File: src/rtl/multicycle_control_pkg.sv
// +--------------------------------------------------------------------------+
// | multicycle_control_pkg                                                   |
// | Shared encodings for the multi-cycle RV32 control path.                  |
// | Revision: 1.0                                                            |
// +--------------------------------------------------------------------------+
`default_nettype none

package multicycle_control_pkg;

   typedef enum logic [3:0] {
      FETCH     = 4'd0,
      DECODE    = 4'd1,
      MEM_ADR   = 4'd2,
      MEM_READ  = 4'd3,
      MEM_WB    = 4'd4,
      MEM_WRITE = 4'd5,
      EXEC_R    = 4'd6,
      ALU_WB    = 4'd7,
      BEQ       = 4'd8,
      TRAP      = 4'd9
   } state_t;

   localparam logic [6:0] OP_LW  = 7'b0000011;
   localparam logic [6:0] OP_SW  = 7'b0100011;
   localparam logic [6:0] OP_R   = 7'b0110011;
   localparam logic [6:0] OP_BEQ = 7'b1100011;

   // Shared with the downstream ALU control decoder.
   localparam logic [1:0] ALUOP_ADD   = 2'b00;
   localparam logic [1:0] ALUOP_SUB   = 2'b01;
   localparam logic [1:0] ALUOP_FUNCT = 2'b10;

   localparam logic       ADR_PC     = 1'b0;
   localparam logic       ADR_ALUOUT = 1'b1;

   localparam logic [1:0] SRCA_PC    = 2'b00;
   localparam logic [1:0] SRCA_OLDPC = 2'b01;
   localparam logic [1:0] SRCA_RS1   = 2'b10;

   localparam logic [1:0] SRCB_RS2   = 2'b00;
   localparam logic [1:0] SRCB_IMM   = 2'b01;
   localparam logic [1:0] SRCB_FOUR  = 2'b10;

   localparam logic [1:0] RES_ALUOUT = 2'b00;
   localparam logic [1:0] RES_DATA   = 2'b01;
   localparam logic [1:0] RES_ALU    = 2'b10;

endpackage

`default_nettype wire

File: src/rtl/multicycle_control_if.sv
// +--------------------------------------------------------------------------+
// | multicycle_control_if                                                    |
// | Control-to-datapath bundle: status inputs, enables and mux selects.      |
// | Revision: 1.0                                                            |
// +--------------------------------------------------------------------------+
`default_nettype none

interface multicycle_control_if;
   logic [6:0] opcode;
   logic       zero;
   logic       mem_ready;
   logic       pc_write;
   logic       ir_write;
   logic       adr_src;
   logic       mem_write;
   logic       reg_write;
   logic [1:0] alu_src_a;
   logic [1:0] alu_src_b;
   logic [1:0] result_src;
   logic [1:0] alu_operation;
   logic       instr_retired;
   logic       trap;

   modport slave (
      input  opcode, zero, mem_ready,
      output pc_write, ir_write, adr_src, mem_write, reg_write,
             alu_src_a, alu_src_b, result_src, alu_operation,
             instr_retired, trap
   );

   modport master (
      output opcode, zero, mem_ready,
      input  pc_write, ir_write, adr_src, mem_write, reg_write,
             alu_src_a, alu_src_b, result_src, alu_operation,
             instr_retired, trap
   );
endinterface

`default_nettype wire

File: src/rtl/multicycle_control.sv
// +--------------------------------------------------------------------------+
// | multicycle_control                                                       |
// | Moore control FSM sequencing lw/sw/R-type/beq on the multi-cycle RV32.   |
// | Revision: 1.0                                                            |
// +--------------------------------------------------------------------------+
`default_nettype none

module multicycle_control
   import multicycle_control_pkg::*;
(
   input  logic                    clk,
   input  logic                    reset,
   multicycle_control_if.slave     bus
);

   state_t     r_state;
   state_t     w_next;

   logic       w_pc_write;
   logic       w_ir_write;
   logic       w_adr_src;
   logic       w_mem_write;
   logic       w_reg_write;
   logic [1:0] w_alu_src_a;
   logic [1:0] w_alu_src_b;
   logic [1:0] w_result_src;
   logic [1:0] w_alu_operation;
   logic       w_instr_retired;
   logic       w_trap;

   always_ff @(posedge clk or posedge reset) begin
      if (reset) r_state <= FETCH;
      else       r_state <= w_next;
   end

   always_comb begin
      w_next = r_state;
      case (r_state)
         FETCH:     w_next = bus.mem_ready ? DECODE : FETCH;
         DECODE: begin
            case (bus.opcode)
               OP_LW, OP_SW: w_next = MEM_ADR;
               OP_R:         w_next = EXEC_R;
               OP_BEQ:       w_next = BEQ;
               default:      w_next = TRAP;
            endcase
         end
         MEM_ADR:   w_next = (bus.opcode == OP_SW) ? MEM_WRITE : MEM_READ;
         MEM_READ:  w_next = bus.mem_ready ? MEM_WB : MEM_READ;
         MEM_WB:    w_next = FETCH;
         MEM_WRITE: w_next = bus.mem_ready ? FETCH : MEM_WRITE;
         EXEC_R:    w_next = ALU_WB;
         ALU_WB:    w_next = FETCH;
         BEQ:       w_next = FETCH;
         TRAP:      w_next = TRAP;
         default:   w_next = TRAP;
      endcase
   end

   always_comb begin
      w_pc_write      = 1'b0;
      w_ir_write      = 1'b0;
      w_adr_src       = ADR_PC;
      w_mem_write     = 1'b0;
      w_reg_write     = 1'b0;
      w_alu_src_a     = SRCA_PC;
      w_alu_src_b     = SRCB_RS2;
      w_result_src    = RES_ALUOUT;
      w_alu_operation = ALUOP_ADD;
      w_instr_retired = 1'b0;
      w_trap          = 1'b0;
      case (r_state)
         FETCH: begin
            w_alu_src_b  = SRCB_FOUR;
            w_result_src = RES_ALU;
            w_ir_write   = bus.mem_ready;
            w_pc_write   = bus.mem_ready;
         end
         DECODE: begin
            w_alu_src_a = SRCA_OLDPC;
            w_alu_src_b = SRCB_IMM;
         end
         MEM_ADR: begin
            w_alu_src_a = SRCA_RS1;
            w_alu_src_b = SRCB_IMM;
         end
         MEM_READ:  w_adr_src = ADR_ALUOUT;
         MEM_WB: begin
            w_result_src    = RES_DATA;
            w_reg_write     = 1'b1;
            w_instr_retired = 1'b1;
         end
         MEM_WRITE: begin
            w_adr_src       = ADR_ALUOUT;
            w_mem_write     = 1'b1;
            w_instr_retired = bus.mem_ready;
         end
         EXEC_R: begin
            w_alu_src_a     = SRCA_RS1;
            w_alu_operation = ALUOP_FUNCT;
         end
         ALU_WB: begin
            w_reg_write     = 1'b1;
            w_instr_retired = 1'b1;
         end
         BEQ: begin
            w_alu_src_a     = SRCA_RS1;
            w_alu_operation = ALUOP_SUB;
            w_pc_write      = bus.zero;
            w_instr_retired = 1'b1;
         end
         TRAP:    w_trap = 1'b1;
         default: w_trap = 1'b1;
      endcase
      // Strobes are gated by reset itself so a held mem_write dies the instant reset rises.
      if (reset) begin
         w_pc_write      = 1'b0;
         w_ir_write      = 1'b0;
         w_mem_write     = 1'b0;
         w_reg_write     = 1'b0;
         w_instr_retired = 1'b0;
      end
   end

   assign bus.pc_write      = w_pc_write;
   assign bus.ir_write      = w_ir_write;
   assign bus.adr_src       = w_adr_src;
   assign bus.mem_write     = w_mem_write;
   assign bus.reg_write     = w_reg_write;
   assign bus.alu_src_a     = w_alu_src_a;
   assign bus.alu_src_b     = w_alu_src_b;
   assign bus.result_src    = w_result_src;
   assign bus.alu_operation = w_alu_operation;
   assign bus.instr_retired = w_instr_retired;
   assign bus.trap          = w_trap;

endmodule

`default_nettype wire

File: src/flat_wrapper.sv
// flat-port wrapper written by rule: the top's interface ports become plain ports
module multicycle_control_flat import multicycle_control_pkg::*;
  (clk, reset, bus_opcode, bus_zero, bus_mem_ready, bus_pc_write, bus_ir_write, bus_adr_src, bus_mem_write, bus_reg_write, bus_alu_src_a, bus_alu_src_b, bus_result_src, bus_alu_operation, bus_instr_retired, bus_trap);
  multicycle_control_if bus_i ();
  input  logic clk;
  input  logic reset;
  input wire logic [$bits(bus_i.opcode)-1:0] bus_opcode;
  input wire logic [$bits(bus_i.zero)-1:0] bus_zero;
  input wire logic [$bits(bus_i.mem_ready)-1:0] bus_mem_ready;
  output wire logic [$bits(bus_i.pc_write)-1:0] bus_pc_write;
  output wire logic [$bits(bus_i.ir_write)-1:0] bus_ir_write;
  output wire logic [$bits(bus_i.adr_src)-1:0] bus_adr_src;
  output wire logic [$bits(bus_i.mem_write)-1:0] bus_mem_write;
  output wire logic [$bits(bus_i.reg_write)-1:0] bus_reg_write;
  output wire logic [$bits(bus_i.alu_src_a)-1:0] bus_alu_src_a;
  output wire logic [$bits(bus_i.alu_src_b)-1:0] bus_alu_src_b;
  output wire logic [$bits(bus_i.result_src)-1:0] bus_result_src;
  output wire logic [$bits(bus_i.alu_operation)-1:0] bus_alu_operation;
  output wire logic [$bits(bus_i.instr_retired)-1:0] bus_instr_retired;
  output wire logic [$bits(bus_i.trap)-1:0] bus_trap;
  assign bus_i.opcode = bus_opcode;
  assign bus_i.zero = bus_zero;
  assign bus_i.mem_ready = bus_mem_ready;
  assign bus_pc_write = bus_i.pc_write;
  assign bus_ir_write = bus_i.ir_write;
  assign bus_adr_src = bus_i.adr_src;
  assign bus_mem_write = bus_i.mem_write;
  assign bus_reg_write = bus_i.reg_write;
  assign bus_alu_src_a = bus_i.alu_src_a;
  assign bus_alu_src_b = bus_i.alu_src_b;
  assign bus_result_src = bus_i.result_src;
  assign bus_alu_operation = bus_i.alu_operation;
  assign bus_instr_retired = bus_i.instr_retired;
  assign bus_trap = bus_i.trap;
  multicycle_control u_core (.clk(clk), .reset(reset), .bus(bus_i));
endmodule
File: config.mk
export PLATFORM = sky130hd
export DESIGN_NAME = multicycle_control_flat
export DESIGN_NICKNAME = d
export VERILOG_FILES = /design/src/rtl/multicycle_control_pkg.sv /design/src/rtl/multicycle_control_if.sv /design/src/rtl/multicycle_control.sv /design/src/flat_wrapper.sv
export SDC_FILE = /design/constraint.sdc
export NUM_CORES = 1
export LEC_CHECK = 0
export CORE_MARGIN = 1.5
export CORE_UTILIZATION = 35
export CTS_CLUSTER_DIAMETER = 80
export DETAILED_ROUTE_END_ITERATION = 8
export PLACE_DENSITY = 0.81
export SLEW_MARGIN = 20
export SYNTH_ARGS = -nofsm -noshare
export SYNTH_HDL_FRONTEND = slang
export SYNTH_SLANG_ARGS = --single-unit
File: constraint.sdc
create_clock -name clk -period 1.2 [get_ports clk]
set_input_delay 0.12 -clock clk [delete_from_list [all_inputs] [get_ports clk]]
set_output_delay 0.12 -clock clk [all_outputs]
set_load 0.01 [all_outputs]
Word-level counts from Yosys, hierarchy flattened
Index checks and enable logic that the tools add are counted.

word-level totals
  register bits = 4
  output and inout bits = 15

cells by class
  eq/ne operators = 12
  multiplexer cells = 22
  reduce and logical (&&, ||, !) cells = 8

operators with widths
  cell                                                  number
  one-hot mux 4 bit (7 select lines)                    1
  equality test 4 x 3 -> 1 bit (second input constant)  4
  one-hot mux 2 bit (2 select lines)                    4
  equality test 7 x 6 -> 1 bit (second input constant)  2
  one-hot mux 4 bit (3 select lines)                    1
  two-way mux 1 bit                                     11
  two-way mux 3 bit                                     3
  OR reduction 9 bit                                    1
  equality test 4 x 2 -> 1 bit (second input constant)  2
  OR reduction 2 bit                                    4
  equality test 7 x 2 -> 1 bit (second input constant)  1
  equality test 7 bit (second input constant)           1
  OR reduction 3 bit                                    2
  equality test 4 x 1 -> 1 bit (second input constant)  1
  equality test 4 bit (second input constant)           1
  zero test 4 bit                                       1
  one-hot mux 1 bit (2 select lines)                    2

Depth between registers and ports, before layout
Gate-level depths: netlist (run 1).

  depth in word-level cells = 4
  gate-level depth with buffers = 5
  depth with buffers taken out = 4

Least setup slack after synthesis (run 1)
No wires, ideal clock.

  path kind = register to output
  start = reg u_core.r_state[0]
  end = out bus_pc_write
  arrival = 1.268 ns
  required time = 1.080 ns
  path slack = -0.188 ns
  cell stages (with the launch flop) = 6
  path buffers = 1
  cell sequence = dfrtp_1 -> or2_1 -> buf_6 -> nor3b_4 -> nand2_1 -> a21oi_2

between the ends
  cells in the longest elaborated chain, start to end = 3
  elaborated cells on any way between the ends = 4

RTL lines
  item                                                    RTL line                   source
  from (decl)                                             multicycle_control.sv:16   state_t r_state;
  from (signal assigned)                                  multicycle_control.sv:33   else r_state <= w_next;
  equality test 4 bit or zero test 4 bit (tied branches)  multicycle_control.sv:72   case (r_state)
  one-hot mux 1 bit (2 select lines) (*)                  multicycle_control.sv:72
  two-way mux 1 bit (*)                                   multicycle_control.sv:116  if (reset) begin
  to (decl)                                               flat_wrapper.sv:10         output wire logic [$bits(bus_i.pc_write)-1:0] bus_pc_write;

Every way passes the cells marked *; elsewhere a longest branch is shown, timed or not.

Worst setup path in the final report (run 1)
  start = reg u_core.r_state[1]
  end = out bus_alu_src_b[0]

between the ends
  cells in the longest elaborated chain, start to end = 3
  elaborated cells on any way between the ends = 5

RTL lines
  item                                                                          RTL line                  source
  equality test 4 x 2 -> 1 bit or equality test 4 x 1 -> 1 bit (tied branches)  multicycle_control.sv:72
  OR reduction 2 bit (no line)                                                  n/a
  one-hot mux 2 bit (2 select lines) (*)                                        multicycle_control.sv:72
  to (decl)                                                                     flat_wrapper.sv:16        output wire logic [$bits(bus_i.alu_src_b)-1:0] bus_alu_src_b;

Marked as above.

==> results of run 1 <==
## per-layer routing
| layer | share of wire, % | vias to the layer above | track usage, % |
|---|---|---|---|
| li1 | - | 341 | - |
| met2 | 54 | 35 | 39.69 |
| met3 | 6.9 | 2 | 3.478 |
| met5 | 0 | - | 0 |
| met1 | 38 | 341 | 20.21 |
| met4 | 0.81 | 0 | 8.387 |
## cell usage after synthesis, types with 2 or more instances
cell type,n
nand3b_1,2
inv_1,2
buf_6,3
mux2i_1,2
nand2_1,4
o21ai_0,4
nor2_1,9
buf_4,2
dfrtp_1,4
a21o_1,2
a21oi_1,4
nor3_1,3
nand2b_1,3
## where the power goes
group	switching, uW	internal (uW)
registers	13.2	143
logic	103	168
clock network	58.8	112
total	175	423
## cell type report
cell class	instances	share of cell area [%]
Tap cell	15	1.744
Inverter	2	0.6977
Multi-Input combinational cell	53	41.16
Timing Repair Buffer	57	44.77
Sequential cell	4	9.535
Clock buffer	3	2.093
## logic make-up after synthesis
family	count (synthesis)	synth area share [%]
compound gates	16	19.76
xor+xnor	1	1.687
buf+inv	8	11.81
flops	4	19.28
mux	2	3.856
simple gates	34	43.61
## final timing paths
check / from / to / slack [ns]
hold / removal: reset / u_core.r_state[0] / 0.29
max in group asynchronous: reset / u_core.r_state[3] / 0.80
hold reg to reg: u_core.r_state[3] / u_core.r_state[2] / 0.68
setup reg to reg: u_core.r_state[1] / u_core.r_state[1] / -0.26
min in group clk: bus_opcode[5] / u_core.r_state[2] / 0.54
setup / recovery: u_core.r_state[1] / bus_alu_src_b[0] / -0.38
## tightest hold or removal path, cell delays in order
cell	delay, ns
clkdlybuf4s50_1	0.48
inv_1	0.11
buf_4	0.14
## stage by stage
step	instance area [um^2]	hold WS [ns]	cells	power, uW	TNS, ns
global route	1076	0.3079	134	630.0	-6.068
CTS	980.9	0.2390	129	576.8	-5.326
floorplan	548.0	-0.1082	65	252.6	-0.4918
global placement	914.6	0.4642	121	370.6	-7.162
finish	1076	0.2857	134	597.4	-5.023
detailed placement	914.6	0.4671	121	374.0	-7.675
## timing repair
item,in CTS,in global routing
resized for setup,80,14
buffers inserted,5,6
endpoints found under the setup margin,19,19
gates cloned,0,0
pin swaps,15,13
==> reports/results.txt, run 1 <==
RSZ-0062 raised after global routing: true
vias in the first global route: 699
share of cells above drive strength 1: 63.03%
ant diodes: 0
VDD IR max: 0.6403 mV
Post-Syn Area: 519.2 um^2
Max Slew Vio Count: 0
Mean Syn Cell Area: 7.988 um^2
CTS HTree Levels: 1
number of setup violations in the final report: 19
Yosys top cell by area: dfrtp_1
Filler Cell Count: 98
yosys warns: 0
post-cts hold buffer count: 0
I/O pins: 26
# Max-Cap Violations: 0
Die Area: 0.001724 mm^2
Mapped Cells: 65
Clock Sinks: 4
die height: 41.52 um
Placer Congestion: 0.8412
Initial Utilization: 38.93%
EDFF count, synth: 0
Slew HR: 81.42%
Post-synth ARST share: 100.0%
utilization of the core after routing: 80.68%
sequential cell area: 102.6 um^2
area of the multi-input gates: 442.9 um^2
Critical Path AT: 1.46 ns
number of I/O port buffers: 25
DP HPWL: 1.265 mm
Num CTS Buffers: 3
via/cell ratio: 5.366
Root Buffer: clkbuf_4
Core Box Area: 0.001334 mm^2
Layout Nets: 132
Antenna Violating Nets Remaining: 0
Tmin final: 1.581 ns
critical path's slowest cell: dfrtp_1
vias post-DR: 719
status: complete, but fails checks
Max Clock Skew: 0.003425 ns
cell mode on critical path: buf_6
Post-Route WL: 1.841 mm
worst skew pair latency: 0.24 ns
sequential fraction of the synthesis area: 19.28%
Worst setup SP type: flip-flop
Pleak: 0.0004758 uW
CP peak stage delay: 0.39 ns
power per cell area: 555.2 mW/mm^2
CP Capture Type: output pin
most frequent cells in the layout: buf_4 (21), buf_6 (15), buf_2 (11)
max FFs per register: 4
Site Rows: 13
Top FF cell, synth: dfrtp_1
syn nets: 76
initial antenna violation count: 0
CTS tree: built
DRC errors left: 0
critical path fanouts, max: 5
Layout area overhead: 107.2%
Place WS: -0.5770 ns
aggregate global routing overflow: 0
Distinct cells, synth: 34
Synth top area share: 19.28%
commonest non-fill, non-tap cell in the layout: buf_4
Biggest register: u_core.r_state
die width: 41.52 um
WP data required: 1.08 ns
clk buf depth: 2
register bit count reported by yosys: 4
largest net degree at the start of global routing: 10
Critical Path Stages: 5
Fin. Hold Viols: 0
Fmax: 0.6327 GHz
global-route wire length before repair: 2.794 mm
Worst Tran Pin Value: 0.2787 ns
R2R cell count: 7
DR WL/cell: 13.74 um
Initial DRT Pass Iterations: 4
Clock transition at path regs: 0.04 ns
worst min path class: in2async
Final WS setup: -0.3806 ns
Top Family by Delay on Critical Path: simple AND/OR/NAND/NOR gates
CP cell instances: buf_6, or2b_4, nor3_4, or2_4, buf_6
GR Util All Layers: 20.16%
Largest regs: u_core.r_state (4)
failing checks: negative setup slack
largest cells by area after synthesis: dfrtp_1 (19%), nor2_1 (6.5%), buf_6 (6.5%), a21oi_1 (3.9%), mux2i_1 (3.9%)
initial DRC count: 8
crit path kind: reg2out
CP Buf/Inv Count: 2
final worst path period share: 131.7%
Note: power is estimated with default switching activity, not from simulation.
==> inputs of run 2 (changes only) <==
- CELL_PAD_IN_SITES_DETAIL_PLACEMENT: unset -> 2
- CELL_PAD_IN_SITES_GLOBAL_PLACEMENT: unset -> 2
- CORE_ASPECT_RATIO: unset -> 1.25
- CORE_UTILIZATION: 35 -> 18
- PLACE_DENSITY: 0.81 -> 0.79
==> run 2 against run 1 <==
Compared with the run above:
- the run still ends with negative setup slack left
- clock-buffer cell count is the same
- clock power up 7%
- highest routed layer unchanged
- sequential share of layout area decreased by 0.89 points
- worst setup slack worse by 0.052 ns
- design area increased by 7.6%
- sequential cell count unchanged
- total power is 2.2% higher
==> reports/results.txt, run 2 (synthesis gave the netlist of run 1 again) <==
Worst R2R Start: u_core.r_state[1]
Final WS setup: -0.4325 ns
Initial Utilization: 19.19%
initial antenna violation count: 0
worst skew pair latency: 0.25 ns
Filler Cell Count: 321
CP peak stage delay: 0.41 ns
R2R cell count: 7
global-route wire length before repair: 3.933 mm
CP cell instances: or2_4, nor3b_4, nand2_1, a21oi_2, buf_2
via/cell ratio: 4.662
number of setup violations in the final report: 19
Placer Congestion: 0.7326
post-cts hold buffer count: 0
CTS HTree Levels: 1
number of I/O port buffers: 25
Worst setup SP type: flip-flop
Pint: 412.9 uW
CTS tree: built
initial DRC count: 11
switching share of power: 32.35%
commonest non-fill, non-tap cell in the layout: buf_4
sequential share of power: 25.0%
Post-Route WL: 2.705 mm
sequential cell area: 100.1 um^2
# Max-Cap Violations: 0
Clock power frac: 30.0%
final worst path period share: 136.0%
GR Util All Layers: 16.79%
DR WL/cell: 17.23 um
GRT Max-Usage Layer: met2
WP data required: 1.08 ns
DRC errors left: 0
Clock Sinks: 4
Biggest register: u_core.r_state
CP Capture Type: output pin
Slew HR: 80.96%
area of the multi-input gates: 465.4 um^2
Die Area: 0.003218 mm^2
Worst Tran Pin Value: 0.2826 ns
die height: 63.05 um
Place WS: -0.6512 ns
M2 GR Usage: 31.49%
critical path's slowest cell: dfrtp_1
share of cells above drive strength 1: 63.41%
Num CTS Buffers: 3
utilization of the core after routing: 42.76%
GRT met3 Usage: 2.607%
I/O pins: 26
Layout Nets: 136
die width: 51.04 um
vias post-DR: 732
Root Buffer: clkbuf_4
Antenna Violating Nets Remaining: 0
Fmax: 0.6126 GHz
DP HPWL: 1.642 mm
placed cells: 141
Max Slew Vio Count: 0
Critical Path AT: 1.51 ns
max FFs per register: 4
sw power: 197.5 uW
Clock transition at path regs: 0.04 ns
Comb pwr share: 45.0%
ant diodes: 0
Site Rows: 21
aggregate global routing overflow: 0
RSZ-0062 raised after global routing: true
Layout area overhead: 122.9%
VDD IR max: 0.3579 mV
Tmin final: 1.632 ns
failing checks: negative setup slack
Max Clock Skew: 0.01085 ns
worst min path class: in2async
Cell Count, Final, Fillers Out: 157
Fin. Hold Viols: 0
vias in the first global route: 776
final setup TNS: -5.537 ns
crit path kind: reg2out
Pleak: 0.0005068 uW
largest net degree at the start of global routing: 10
Largest regs: u_core.r_state (4)
critical path fanouts, max: 5
worst setup path startpoint: u_core.r_state[1]
final instance area: 0.001157 mm^2
status: complete, but fails checks
most frequent cells in the layout: buf_4 (23), buf_6 (17), buf_2 (11)
Core Box Area: 0.002706 mm^2
power per cell area: 527.4 mW/mm^2
Placement Cell Area: 945.9 um^2
met1 Resource Use GR: 16.93%
Initial DRT Pass Iterations: 2
clk buf depth: 2
==> run 2: cell count changes in the layout (fill, tap and decap cells not counted), sizes merged <==
cell	change
buf	+4
==> run 2: routing by layer <==
layer | part of all wire (%) | routed length [um]
met1 | 38 | 1021
met2 | 57 | 1531
met3 | 4.3 | 115
met4 | 1.4 | 37
met5 | 0 | 0
==> run 2: what timing repair did <==
item,CTS,global route
buffers inserted,10,6
setup endpoints to repair,19,19
pin swaps,15,13
gates resized for setup,79,20
hold endpoints to repair,0,0
==> run 2: power groups by stage <==
stage               clock network, uW  logic [uW]  registers [uW]
finish                            183         275             153
global route                      201         292             153
CTS                               191         253             151
detailed placement                  0         245             153
global placement                    0         236             152
floorplan                           0         101             151
==> run 2: final timing paths <==
| path | endpoint | slack, ns |
|---|---|---|
| max | bus_pc_write | -0.43 |
| min | u_core.r_state[2] | 0.24 |
| max reg2reg | u_core.r_state[0] | -0.29 |
| min reg2reg | u_core.r_state[2] | 0.87 |
| max in group asynchronous | u_core.r_state[3] | 0.85 |
| min in group clk | u_core.r_state[2] | 0.54 |
==> run 2: layout make-up <==
type	instances	area share, %
timing repair buffer	61	44.86
multi-input combinational	53	40.22
sequential	4	8.649
tap	34	3.676
clock buffer	3	1.946
inverter	2	0.6486
==> run 2: metrics by stage <==
step | power (uW) | hold slack, ns
3_3_place_gp | 387.6 | 0.4703
4_1_cts | 595.5 | 0.2316
3_5_place_dp | 397.7 | 0.4824
2_1_floorplan | 252.6 | -0.1082
6_report | 610.4 | 0.2433
5_1_grt | 646.3 | 0.2632
==> run 2: worst max-delay path: cells and delay by family, from the launching register on <==
| kind | cells | cell delay [ns] |
|---|---|---|
| DFF | 1 | 0.41 |
| and+or+nand+nor | 3 | 0.60 |
| buffers and inverters | 1 | 0.13 |
| AOI/OAI and AO/OA | 1 | 0.11 |
